<file path="src/rtl/reg_file_sched_if.sv">
// Port bundle between the register-file access scheduler, its three
// requesters (wb0, wb1, operand read) and the register file's port A.
interface reg_file_sched_if;
    logic        wb0_valid;
    logic [4:0]  wb0_rdi;
    logic [31:0] wb0_rd;
    logic        wb0_ready;
    logic        wb1_valid;
    logic [4:0]  wb1_rdi;
    logic [31:0] wb1_rd;
    logic        wb1_ready;
    logic        rs_valid_in;
    logic [4:0]  rs1i_in;
    logic [4:0]  rs2i_in;
    logic        rs_ready;
    logic        rs_valid;
    logic [31:0] rs1;
    logic [31:0] rs2;
    logic [31:0] rf_rd;
    logic [4:0]  rf_rdi;
    logic        rf_rdw_rsrn;
    logic [4:0]  rf_rs1i;
    logic [4:0]  rf_rs2i;
    logic [31:0] rf_rs1;
    logic [31:0] rf_rs2;

    modport slave (
        input  wb0_valid, wb0_rdi, wb0_rd,
        input  wb1_valid, wb1_rdi, wb1_rd,
        input  rs_valid_in, rs1i_in, rs2i_in,
        input  rf_rs1, rf_rs2,
        output wb0_ready, wb1_ready, rs_ready,
        output rs_valid, rs1, rs2,
        output rf_rd, rf_rdi, rf_rdw_rsrn,
        output rf_rs1i, rf_rs2i
    );

    modport master (
        output wb0_valid, wb0_rdi, wb0_rd,
        output wb1_valid, wb1_rdi, wb1_rd,
        output rs_valid_in, rs1i_in, rs2i_in,
        output rf_rs1, rf_rs2,
        input  wb0_ready, wb1_ready, rs_ready,
        input  rs_valid, rs1, rs2,
        input  rf_rd, rf_rdi, rf_rdw_rsrn,
        input  rf_rs1i, rf_rs2i
    );
endinterface

</file>
<file path="src/rtl/reg_file_sched.sv">
// Register-file port-A scheduler: writes beat reads, wb0/wb1 round-robin.
// Optional read-starvation guard: REG_FILE_SCHED_STARVE_GUARD_EN.
module reg_file_sched #(
    parameter int STARVE_MAX = 4
) (
    input logic              clk,
    input logic              rst,
    reg_file_sched_if.slave  bus
);

    typedef enum logic [1:0] {
        IDLE,
        WRITE,
        READ
    } state_e;

    state_e      state_q, state_d;
    logic        rr_q, rr_d;
    logic [4:0]  wr_idx_q, wr_idx_d;
    logic [31:0] wr_data_q, wr_data_d;
    logic [4:0]  rs1i_q, rs1i_d;
    logic [4:0]  rs2i_q, rs2i_d;
    logic [31:0] rs1_q, rs1_d;
    logic [31:0] rs2_q, rs2_d;
    logic        rs_valid_q, rs_valid_d;

    logic wr_req;
    logic force_rd;
    logic gnt_rd;
    logic gnt_w0;
    logic gnt_w1;

`ifdef REG_FILE_SCHED_STARVE_GUARD_EN
    localparam int CW = $clog2(STARVE_MAX + 2);

    logic [CW-1:0] starve_q, starve_d;

    always_comb begin
        starve_d = starve_q;
        if (!bus.rs_valid_in || gnt_rd)
            starve_d = '0;
        else if (gnt_w0 || gnt_w1)
            starve_d = starve_q + 1'b1;
    end

    assign force_rd = bus.rs_valid_in &&
                      (starve_q == CW'(STARVE_MAX));

    always_ff @(posedge clk) begin
        if (rst)
            starve_q <= '0;
        else
            starve_q <= starve_d;
    end
`else
    logic unused_starve_max;
    assign unused_starve_max = |STARVE_MAX;
    assign force_rd = 1'b0;
`endif

    // rr_q set means wb1 wins the next wb0/wb1 tie
    always_comb begin
        wr_req = bus.wb0_valid || bus.wb1_valid;
        gnt_rd = !rst && bus.rs_valid_in &&
                 (force_rd || !wr_req);
        gnt_w0 = !rst && !gnt_rd && bus.wb0_valid &&
                 (!bus.wb1_valid || !rr_q);
        gnt_w1 = !rst && !gnt_rd && bus.wb1_valid &&
                 !gnt_w0;
    end

    assign bus.wb0_ready = gnt_w0;
    assign bus.wb1_ready = gnt_w1;
    assign bus.rs_ready  = gnt_rd;

    always_comb begin
        state_d    = IDLE;
        rr_d       = rr_q;
        wr_idx_d   = wr_idx_q;
        wr_data_d  = wr_data_q;
        rs1i_d     = rs1i_q;
        rs2i_d     = rs2i_q;
        rs1_d      = rs1_q;
        rs2_d      = rs2_q;
        rs_valid_d = (state_q == READ);
        unique case (1'b1)
            gnt_rd: begin
                state_d = READ;
                rs1i_d  = bus.rs1i_in;
                rs2i_d  = bus.rs2i_in;
            end
            gnt_w0: begin
                state_d   = WRITE;
                wr_idx_d  = bus.wb0_rdi;
                wr_data_d = bus.wb0_rd;
                rr_d      = 1'b1;
            end
            gnt_w1: begin
                state_d   = WRITE;
                wr_idx_d  = bus.wb1_rdi;
                wr_data_d = bus.wb1_rd;
                rr_d      = 1'b0;
            end
            default: ;
        endcase
        if (state_q == READ) begin
            rs1_d = bus.rf_rs1;
            rs2_d = bus.rf_rs2;
        end
    end

    always_ff @(posedge clk) begin
        if (rst) begin
            state_q    <= IDLE;
            rr_q       <= 1'b0;
            wr_idx_q   <= '0;
            wr_data_q  <= '0;
            rs1i_q     <= '0;
            rs2i_q     <= '0;
            rs1_q      <= '0;
            rs2_q      <= '0;
            rs_valid_q <= 1'b0;
        end else begin
            state_q    <= state_d;
            rr_q       <= rr_d;
            wr_idx_q   <= wr_idx_d;
            wr_data_q  <= wr_data_d;
            rs1i_q     <= rs1i_d;
            rs2i_q     <= rs2i_d;
            rs1_q      <= rs1_d;
            rs2_q      <= rs2_d;
            rs_valid_q <= rs_valid_d;
        end
    end

    // x0 writes are granted but never reach the file
    assign bus.rf_rdw_rsrn = (state_q == WRITE) &&
                             (wr_idx_q != 5'd0);
    assign bus.rf_rdi   = wr_idx_q;
    assign bus.rf_rd    = wr_data_q;
    assign bus.rf_rs1i  = rs1i_q;
    assign bus.rf_rs2i  = rs2i_q;
    assign bus.rs1      = rs1_q;
    assign bus.rs2      = rs2_q;
    assign bus.rs_valid = rs_valid_q;

endmodule
</file>
<file path="src/flat_wrapper.sv">
// flat-port wrapper written by rule: the top's interface ports become plain ports
module reg_file_sched_flat 
#(
    parameter int STARVE_MAX = 4
)
  (clk, rst, bus_wb0_valid, bus_wb0_rdi, bus_wb0_rd, bus_wb1_valid, bus_wb1_rdi, bus_wb1_rd, bus_rs_valid_in, bus_rs1i_in, bus_rs2i_in, bus_rf_rs1, bus_rf_rs2, bus_wb0_ready, bus_wb1_ready, bus_rs_ready, bus_rs_valid, bus_rs1, bus_rs2, bus_rf_rd, bus_rf_rdi, bus_rf_rdw_rsrn, bus_rf_rs1i, bus_rf_rs2i);
  reg_file_sched_if bus_i ();
  input logic clk;
  input logic rst;
  input wire logic [$bits(bus_i.wb0_valid)-1:0] bus_wb0_valid;
  input wire logic [$bits(bus_i.wb0_rdi)-1:0] bus_wb0_rdi;
  input wire logic [$bits(bus_i.wb0_rd)-1:0] bus_wb0_rd;
  input wire logic [$bits(bus_i.wb1_valid)-1:0] bus_wb1_valid;
  input wire logic [$bits(bus_i.wb1_rdi)-1:0] bus_wb1_rdi;
  input wire logic [$bits(bus_i.wb1_rd)-1:0] bus_wb1_rd;
  input wire logic [$bits(bus_i.rs_valid_in)-1:0] bus_rs_valid_in;
  input wire logic [$bits(bus_i.rs1i_in)-1:0] bus_rs1i_in;
  input wire logic [$bits(bus_i.rs2i_in)-1:0] bus_rs2i_in;
  input wire logic [$bits(bus_i.rf_rs1)-1:0] bus_rf_rs1;
  input wire logic [$bits(bus_i.rf_rs2)-1:0] bus_rf_rs2;
  output wire logic [$bits(bus_i.wb0_ready)-1:0] bus_wb0_ready;
  output wire logic [$bits(bus_i.wb1_ready)-1:0] bus_wb1_ready;
  output wire logic [$bits(bus_i.rs_ready)-1:0] bus_rs_ready;
  output wire logic [$bits(bus_i.rs_valid)-1:0] bus_rs_valid;
  output wire logic [$bits(bus_i.rs1)-1:0] bus_rs1;
  output wire logic [$bits(bus_i.rs2)-1:0] bus_rs2;
  output wire logic [$bits(bus_i.rf_rd)-1:0] bus_rf_rd;
  output wire logic [$bits(bus_i.rf_rdi)-1:0] bus_rf_rdi;
  output wire logic [$bits(bus_i.rf_rdw_rsrn)-1:0] bus_rf_rdw_rsrn;
  output wire logic [$bits(bus_i.rf_rs1i)-1:0] bus_rf_rs1i;
  output wire logic [$bits(bus_i.rf_rs2i)-1:0] bus_rf_rs2i;
  assign bus_i.wb0_valid = bus_wb0_valid;
  assign bus_i.wb0_rdi = bus_wb0_rdi;
  assign bus_i.wb0_rd = bus_wb0_rd;
  assign bus_i.wb1_valid = bus_wb1_valid;
  assign bus_i.wb1_rdi = bus_wb1_rdi;
  assign bus_i.wb1_rd = bus_wb1_rd;
  assign bus_i.rs_valid_in = bus_rs_valid_in;
  assign bus_i.rs1i_in = bus_rs1i_in;
  assign bus_i.rs2i_in = bus_rs2i_in;
  assign bus_i.rf_rs1 = bus_rf_rs1;
  assign bus_i.rf_rs2 = bus_rf_rs2;
  assign bus_wb0_ready = bus_i.wb0_ready;
  assign bus_wb1_ready = bus_i.wb1_ready;
  assign bus_rs_ready = bus_i.rs_ready;
  assign bus_rs_valid = bus_i.rs_valid;
  assign bus_rs1 = bus_i.rs1;
  assign bus_rs2 = bus_i.rs2;
  assign bus_rf_rd = bus_i.rf_rd;
  assign bus_rf_rdi = bus_i.rf_rdi;
  assign bus_rf_rdw_rsrn = bus_i.rf_rdw_rsrn;
  assign bus_rf_rs1i = bus_i.rf_rs1i;
  assign bus_rf_rs2i = bus_i.rf_rs2i;
  reg_file_sched #(.STARVE_MAX(STARVE_MAX)) u_core (.clk(clk), .rst(rst), .bus(bus_i));
endmodule
</file>
<file path="config.mk">
export PLATFORM = sky130hd
export DESIGN_NAME = reg_file_sched_flat
export DESIGN_NICKNAME = d
export VERILOG_FILES = /design/src/rtl/reg_file_sched_if.sv /design/src/rtl/reg_file_sched.sv /design/src/flat_wrapper.sv
export SDC_FILE = /design/constraint.sdc
export NUM_CORES = 1
export LEC_CHECK = 0
export ABC_AREA = 1
export CAP_MARGIN = 20
export CORE_AREA = 2 2 105 107
export DETAILED_ROUTE_END_ITERATION = 7
export DIE_AREA = 0 0 107 109
export DONT_BUFFER_PORTS = 1
export GPL_ROUTABILITY_DRIVEN = 0
export PLACE_DENSITY = 0.66
export REMOVE_ABC_BUFFERS = 1
export SLEW_MARGIN = 20
export SYNTH_ARGS = -nofsm -noshare
export SYNTH_HDL_FRONTEND = slang
export SYNTH_SLANG_ARGS = --single-unit
</file>
<file path="constraint.sdc">
create_clock -name clk -period 1.4 [get_ports clk]
set_clock_uncertainty 0.05 [all_clocks]
set_input_delay 0.28 -clock clk [delete_from_list [all_inputs] [get_ports clk]]
set_output_delay 0.28 -clock clk [all_outputs]
set_load 0.01 [all_outputs]
</file>
==> run summary <==
CP max FO: 2
Fin. max-slew vios: 0
Via density: 5.150
P&R area growth vs syn: 53.95%
Critical path data arrival time: 1.26 ns
Violated checks: setup timing
Crit path kind: register to primary output
Dpl cell area: 0.004717 sq mm
Tightest Pin Transition: 1.240 ns
Overflow after GRT: 0
Post-route setup slack: -0.1935 ns
DRT antenna net count: 0
Seq/Total Area, Yosys: 50.31%
Period utilization: 113.8%
Share of post-route cells with drive strength above 1: 10.58%
Initial antenna violation count: 0
First-pass GRT wire length: 23.40 mm
Max clock buf depth: 2
Filler Cell Count: 758
CP Launch Type: register
Post-synth top area share: 50.31%
Largest cells by area after synthesis: dfxtp_1 50%, nor2_1 11%, nand2_1 8.6%
Post-DP HPWL: 8.343 mm
Die width: 107 microns
Slew headroom: 17.17%
Initial core utilization: 43.16%
Dominant cell type by area after synthesis: dfxtp_1
Final Hold Vio Count: 0
Vias in the first global route: 4837
Max-cap viol count: 0
Warnings from Yosys: 0
Static Leakage: 3.353 nW
Yosys reg bits: 115
Rows: 38
Total GRT Usage: 25.54%
Core ar.: 0.01060 sq mm
Max Clk Rate: 627.6 MHz
Clock tree sinks: 115
HP Class: input port to register
DR WL/cell: 16.99 microns
Area of the mapped netlist: 0.004576 sq mm
Final wirelength: 15.86 mm
Via Count: 4810
NumNets Final: 934
WHS Path Cells: 4
Peak VDD IR: 0.0006263 V
Largest net degree at the start of global routing: 65
Worst path required time: 1.07 ns
DR DRC count: 0
Power per cell area: 1253 mW/mm^2
Port buffer count: 0
Unrepaired setup endpoints after global routing: true
Root Driver: clkbuf_8
Commonest cells after routing, fill and taps aside: 151 x dlygate4sd3_1, 137 x nor2_1, 110 x dfxtp_1, 103 x nand2_1, 74 x o21ai_0
Crit path time final: 1.593 ns
Crit. End Element: primary output
Avg Inst Size Synth: 7.240 sq um
DRT iter0 DRCs: 668
Final instance area: 0.007044 sq mm
Total Die Area: 0.01166 sq mm
CTS tree: yes
Status: complete, but fails checks
Io pins: 269
Post-Synthesis Cells: 632
Clk_lat worst skew: 0.50 ns
Synth cell types: 19
TritonCTS Buffers: 17
Setup violations, final: 3
Die height: 109 microns
Commonest non-fill, non-tap cell in the layout: dlygate4sd3_1
H-tree depth: 4
Reg2Reg Depth: 8
CTS clock-pin slew for the worst setup and hold paths: 0.06 ns
DP Worst Slack: -0.2301 ns
Diode count: 0
DRT Pass-1 Iters: 7
logic make-up after synthesis:
family / after synthesis / share of synthesized area [%]
AO/OA/AOI/OAI: 88 / 10.99
buffers and inverters: 117 / 10.97
AND/OR/NAND/NOR: 312 / 27.73
flip-flops: 115 / 50.31
metrics by stage:
step                      cells  power [mW]  utilization, %  TNS, ns  hold WS (ns)
after floorplan             591       3.964               -  -165.54        0.3024
after global placement      744       4.135           44.49   -6.491        0.3039
after detailed placement    744       4.153           44.49   -7.353        0.3059
after CTS                   930       8.776           64.82  -0.4716       0.04643
after global routing        934       9.149           66.44  -0.9785       0.07049
final                       934       8.827           66.44  -0.4387       0.08351
critical path, cell delays in order, from the launching register on:
cell,delay [ns]
dfxtp_2,0.33
o211ai_4,0.24
inv_2,0.07
buf_6,0.12
timing repair:
| action | 4_1_cts | 5_1_grt |
|---|---|---|
| hold buffers | 151 | 0 |
| hold endpoints to repair | 115 | 0 |
| setup buffers | 3 | 1 |
| endpoints found under the setup margin | 5 | 35 |
| gates resized for setup | 13 | 20 |
| pin swaps | 2 | 9 |
| cloned | 0 | 3 |
power by group:
part / total (mW) / internal, mW / leakage (nW) / switching [mW]
Sequential: 3.63 / 3.43 / 0.942 / 0.193
Combinational: 0.938 / 0.499 / 2.13 / 0.439
Clock: 4.26 / 2.76 / 0.285 / 1.50
worst paths after layout:
check	slack, ns	startpoint	to
hold reg to reg	0.45	u_core.bus.rf_rd[30]	u_core.bus.rf_rd[30]
setup / recovery	-0.19	u_core.rr_q	bus_wb1_ready
setup reg to reg	0.02	u_core.rr_q	u_core.bus.rf_rd[7]
hold / removal	0.08	rst	u_core.bus.rf_rdi[3]
flip-flops by register name, indices dropped and copies added, names as in the netlist:
signal               count
u_core.bus.rf_rd        32
u_core.bus.rf_rdi        5
u_core.bus.rf_rs1i       5
u_core.bus.rf_rs2i       5
u_core.bus.rs1          32
u_core.bus.rs2          32
u_core.bus.rs_valid      1
u_core.rr_q              1
u_core.state_q           2
synthesized netlist by cell type:
master    count
nor3_4        1
o31ai_1       1
a22o_1       10
buf_2        11
buf_6         3
nand2_1     105
o211ai_2      1
dfxtp_1     115
nor2_2        1
nand3_1      65
o21ai_0      74
a21oi_2       1
buf_4         7
inv_1        76
buf_1         1
nor3_1        1
a21oi_4       1
clkbuf_1     19
nor2_1      139
layout make-up:
cell class	count	area (sq um)	share of cell area [%]
inverter	76	285.3	4.050
clock buffer	20	435.4	6.181
tap	140	175.2	2.487
multi-input combinational	400	1878	26.66
clock inverter	12	155.1	2.202
timing repair buffer	171	1804	25.61
sequential	115	2311	32.81
metal layers:
| layer | up-vias | part of all wire [%] | GRT usage [%] |
|---|---|---|---|
| met5 | - | 0 | 0 |
| met3 | 54 | 11 | 9.982 |
| li1 | 2271 | - | - |
| met1 | 2138 | 38 | 27.84 |
| met2 | 347 | 47 | 42.58 |
| met4 | 0 | 3.8 | 14.47 |
(Power assumes the default switching activity.)
